File: src/rtl/arbitro_multiplicador.sv
// Shares one external combinational 4x4 multiplier between two requesters (round-robin by default).
// Define ARBITRO_PRIO_FIXA_EN for fixed priority: requester 0 always wins a tie.
module arbitro_multiplicador #(
    parameter int unsigned MULT_LAT = 1
) (
    input  logic       clk,
    input  logic       rst,
    input  logic       req0_valid,
    input  logic [3:0] req0_a,
    input  logic [3:0] req0_b,
    output logic       req0_ready,
    input  logic       req1_valid,
    input  logic [3:0] req1_a,
    input  logic [3:0] req1_b,
    output logic       req1_ready,
    output logic [3:0] mul_a,
    output logic [3:0] mul_b,
    input  logic [7:0] mul_p,
    output logic       rsp_valid,
    input  logic       rsp_ready,
    output logic       rsp_id,
    output logic [7:0] rsp_p,
    output logic       busy
);

    localparam int unsigned OP_W  = 4;
    localparam int unsigned P_W   = 8;
    localparam int unsigned CNT_W = 3;
    localparam logic [CNT_W-1:0] CNT_LOAD = CNT_W'(MULT_LAT);

    typedef enum logic [1:0] {
        IDLE = 2'd0,
        CALC = 2'd1,
        RESP = 2'd2
    } state_t;

    state_t           state;
    logic [CNT_W-1:0] cnt;
    logic             grant0_c;
    logic             grant1_c;
    logic             accept_c;

`ifdef ARBITRO_PRIO_FIXA_EN
    // Fixed priority: requester 0 wins whenever it is valid.
    always_comb begin
        grant0_c = req0_valid;
        grant1_c = req1_valid && !req0_valid;
    end
`else
    logic prio;

    // Round-robin: a lone requester wins; on a tie, prio names the winner.
    always_comb begin
        grant0_c = req0_valid && (!req1_valid || !prio);
        grant1_c = req1_valid && (!req0_valid || prio);
    end

    // After an accept, favour the requester that was not granted.
    always_ff @(posedge clk) begin
        if (rst) begin
            prio <= 1'b0;
        end else if (accept_c) begin
            prio <= req0_ready;
        end
    end
`endif

    // Grants are visible only in IDLE and never while reset is asserted.
    always_comb begin
        req0_ready = 1'b0;
        req1_ready = 1'b0;
        if (!rst && state == IDLE) begin
            req0_ready = grant0_c;
            req1_ready = grant1_c;
        end
    end

    assign accept_c = req0_ready || req1_ready;

    // Main control: accept operands, hold them MULT_LAT cycles, return the product.
    always_ff @(posedge clk) begin
        if (rst) begin
            state     <= IDLE;
            cnt       <= '0;
            mul_a     <= '0;
            mul_b     <= '0;
            rsp_valid <= 1'b0;
            rsp_id    <= 1'b0;
            rsp_p     <= '0;
            busy      <= 1'b0;
        end else begin
            case (state)
                IDLE: begin
                    if (accept_c) begin
                        mul_a  <= req0_ready ? req0_a : req1_a;
                        mul_b  <= req0_ready ? req0_b : req1_b;
                        rsp_id <= req1_ready;
                        cnt    <= CNT_LOAD;
                        busy   <= 1'b1;
                        state  <= CALC;
                    end
                end
                CALC: begin
                    cnt <= cnt - CNT_W'(1);
                    if (cnt == CNT_W'(1)) begin
                        rsp_p     <= mul_p;
                        rsp_valid <= 1'b1;
                        state     <= RESP;
                    end
                end
                RESP: begin
                    if (rsp_ready) begin
                        rsp_valid <= 1'b0;
                        busy      <= 1'b0;
                        state     <= IDLE;
                    end
                end
                default: begin
                    rsp_valid <= 1'b0;
                    busy      <= 1'b0;
                    state     <= IDLE;
                end
            endcase
        end
    end

    // Operand and product widths are fixed by the external multiplier.
    if (OP_W != 4 || P_W != 8) begin : g_width_guard
        logic unused_width_guard;
        assign unused_width_guard = 1'b0;
    end

endmodule

File: config.mk
export PLATFORM = sky130hd
export DESIGN_NAME = arbitro_multiplicador
export DESIGN_NICKNAME = d
export VERILOG_FILES = /design/src/rtl/arbitro_multiplicador.sv
export SDC_FILE = /design/constraint.sdc
export NUM_CORES = 1
export LEC_CHECK = 0
export CORE_UTILIZATION = 44
export CTS_CLUSTER_SIZE = 8
export DETAILED_ROUTE_END_ITERATION = 7
export PLACE_DENSITY = 0.84
export SLEW_MARGIN = 20
export SYNTH_ARGS = -nofsm -noshare
export SYNTH_HDL_FRONTEND = slang
export SYNTH_SLANG_ARGS = --single-unit
File: constraint.sdc
create_clock -name clk -period 1.9 [get_ports clk]
set_input_delay 0.38 -clock clk [delete_from_list [all_inputs] [get_ports clk]]
set_output_delay 0.38 -clock clk [all_outputs]
set_load 0.005 [all_outputs]
==> qor.txt <==
critical-path maximum fanout: 8
startpoint class of the critical path: primary input
Worst-Margin Slew: 537 ps
Placement Rows: 17
CTS tree: yes
number of clock sinks: 25
combined global-route utilization of all metal layers: 24.9%
Worst setup startpoint: req0_valid
root buf cell: clkbuf_4
leading cell types by total area after synthesis: dfxtp_1 44%, mux2i_1 7.1%, a311oi_1 6.2%
Vert. Die Dim: 52.6 um
share of layout cells above drive strength 1: 16.8%
setup skew after layout: 11.3 ps
vias per cell: 5.33
post-route antenna net violation count: 0
adder and majority gate portion of the synthesized area: 2.22%
flip-flop cell with the highest count after synthesis: dfxtp_1
antenna violations before repair: 0
total number of nets in the final design: 216
post-synth top area cell: dfxtp_1
WL per Instance: 14.5 um
netlist area before placement: 1130 um^2
compound-gate portion of the synthesized area: 21.4%
RSZ-0062 raised after global routing: false
flop and latch count out of synthesis: 25
outcome: complete, no violations
worst slew margin relative to its limit: 64.2%
Worst EP arrival: 2010 ps
maximum operating frequency: 551 MHz
global-route wire length before repair: 4990 um
final critical-path share of the clock period: 95.4%
Post-DP HPWL: 2150 um
IO Pins: 50
Syn. warnings: 0
fraction of registers with async set/reset: 0%
switching part of the total: 28.0%
die width: 52.6 um
portion of the post-synthesis area used by sequential elements: 44.3%
power share of the clock group: 20.4%
max-capacitance violation count: 0
clock buffer count from CTS: 3
internal power of the cells: 0.841 mW
path class of the lowest-slack min-delay path: reg -> reg
Lkg Pwr: 0.693 nW
worst reg2reg endpoint: mul_a[2]
CTS H-tree lvls: 1
clk_lat worst skew: 330 ps
clock slew at reported path FFs: 140 ps
number of design-rule violations left by the first detailed-router iteration: 34
Detailed Route WL: 3080 um
combinational group share of total power: 28.7%
Worst Hold Depth: 2
Tmin final: 1810 ps
Core Area: 2320 um^2
via count of the first global-routing pass: 1082
global-route congestion overflow total: 0
total nets after synthesis: 153
Critical path destination: mul_b[1]
slack of the worst reg-to-reg path: 100 ps
routability-driven placement congestion ratio: 0.773
iteration count of the initial detailed-routing pass: 4
pin count of the biggest net entering global routing: 25
Post-Synth XOR/XNOR Area: 0.776%
Die Outline Area: 2770 um^2
number of max-slew violations in the final report: 0
critical register-to-register path startpoint: prio
hold slack final: 484 ps
share of synthesized cell area in and, or, nand and nor gates: 16.9%
ant diodes: 0
Data required, critical path: 2090 ps
largest buffer count on any clock path: 2
mux share of post-synthesis cell area: 7.10%
vias after detailed routing: 1131
HP Start: busy
Residual DRC: 0
overall power: 1.17 mW
number of enable flip-flop cells after synthesis: 0
Flop pwr share: 50.9%
dominant combinational cell family by area after synthesis: compound AO/OA/AOI/OAI gates
top cell type's share of synthesized area: 44.3%
cell depth of the worst flop-to-flop path: 11
count of final setup violators: 0
number of hold-slack violations in the final timing report: 0
Buffers on Ports: 49
Area Growth Syn to Fin: 56.9%
Critical Path End Type: flip-flop
post-synthesis area per instance: 9.25 um^2
Sw Pwr: 0.327 mW
Pwr per Cell Area: 660 nW/um^2
Worst IR Drop VDD: 0.555 mV
library cells used by synthesis: 33
Cells after Synth: 122
Worst Path Class, Setup: in -> reg
Initial Utilization: 48.7%
-- state kept, by name, indices dropped and copies added, names as in the netlist --
signal	flops
busy	1
rsp_p	8
rsp_id	1
state	2
rsp_valid	1
prio	1
cnt	3
mul_a	4
mul_b	4
-- what timing repair did --
| item | in CTS | in global routing |
|---|---|---|
| setup buffers | 7 | 1 |
| setup endpoints to repair | 2 | 4 |
| pin swaps | 3 | 2 |
| resized for setup | 7 | 5 |
| hold buffers | 0 | 0 |
-- placed cells by master, fill, tap and decap left out, types with 2 or more instances in the layout --
cell type,instances
clkdlybuf4s50_1,44
dfxtp_1,22
buf_4,18
a21oi_1,12
nor2_1,11
o21ai_1,9
mux2i_1,8
nand3_1,8
a311oi_1,7
inv_1,5
dlygate4sd2_1,4
clkbuf_4,3
nand2b_1,2
nand2_1,2
o21a_1,2
nor3_1,2
ha_1,2
dfxtp_2,2
-- cells by family (layout without fill, tap and decap cells) --
family | count (synthesis) | count (layout)
AO/OA/AOI/OAI | 37 | 37
AND/OR/NAND/NOR | 35 | 35
flip-flops | 25 | 25
buffers and inverters | 14 | 76
multiplexers | 8 | 8
adder cells (fa/ha/maj) | 2 | 2
XOR/XNOR | 1 | 1
-- cells in the mapped netlist, drive strengths merged (2+ instances only) --
library cell	count
nand2b	2
a21oi	12
mux2i	8
inv	5
a311oi	8
o21a	2
ha	2
dfxtp	25
o21ai	10
nand3	8
nand2	3
buf	7
nor2	11
nor3	3
clkbuf	2
-- per-layer routing --
layer | part of all wire, % | GRT usage (%) | up-vias
met3 | 3.4 | 6.38 | 4
li1 | - | - | 565
met4 | 0.88 | 5.26 | 0
met5 | 0 | 0 | -
met1 | 43 | 29.9 | 539
met2 | 53 | 44.1 | 23
-- power groups by stage --
stage / Sequential, mW / Combinational, mW / Clock [mW]
after floorplan: 0.605 / 0.148 / 0
after global placement: 0.602 / 0.297 / 0
after detailed placement: 0.604 / 0.309 / 0
after CTS: 0.593 / 0.327 / 0.239
after global routing: 0.599 / 0.366 / 0.271
final: 0.595 / 0.336 / 0.238
-- worst min path at each step --
stage | slack [ps] | to
finish | 480 | busy
global route | 510 | busy
CTS | 490 | busy
detailed placement | 470 | busy
global placement | 460 | busy
floorplan | 460 | prio
-- worst max-delay path, cell delays in order --
cell           delay [ps]
dlygate4sd2_1         260
a21boi_2              160
buf_4                 130
buf_4                 120
buf_4                 110
buf_4                 120
buf_4                 120
buf_4                 130
buf_4                 120
buf_4                 160
nand3_1               100
a311oi_2              100
-- layout make-up --
cell class / instances / area [um^2]
multi-input combinational: 83 / 559
fill: 177 / 548
clock inverter: 1 / 5.00
clock buffer: 3 / 22.5
inverter: 5 / 18.8
timing repair buffer: 67 / 623
tap: 28 / 35.0
sequential: 25 / 507
-- stage by stage --
step | cells | util, % | instance area (um^2) | setup WS, ps | TNS (ps)
finish | 212 | 76.4 | 1770 | 86.7 | 0
global route | 212 | 76.4 | 1770 | 14.4 | 0
CTS | 211 | 75.4 | 1750 | 1.79 | 0
detailed placement | 200 | 71.8 | 1670 | -178 | -1090
global placement | 200 | 71.8 | 1670 | -151 | -664
floorplan | 122 | - | 1130 | 522 | 0
Note: power is estimated with default switching activity, not from simulation.
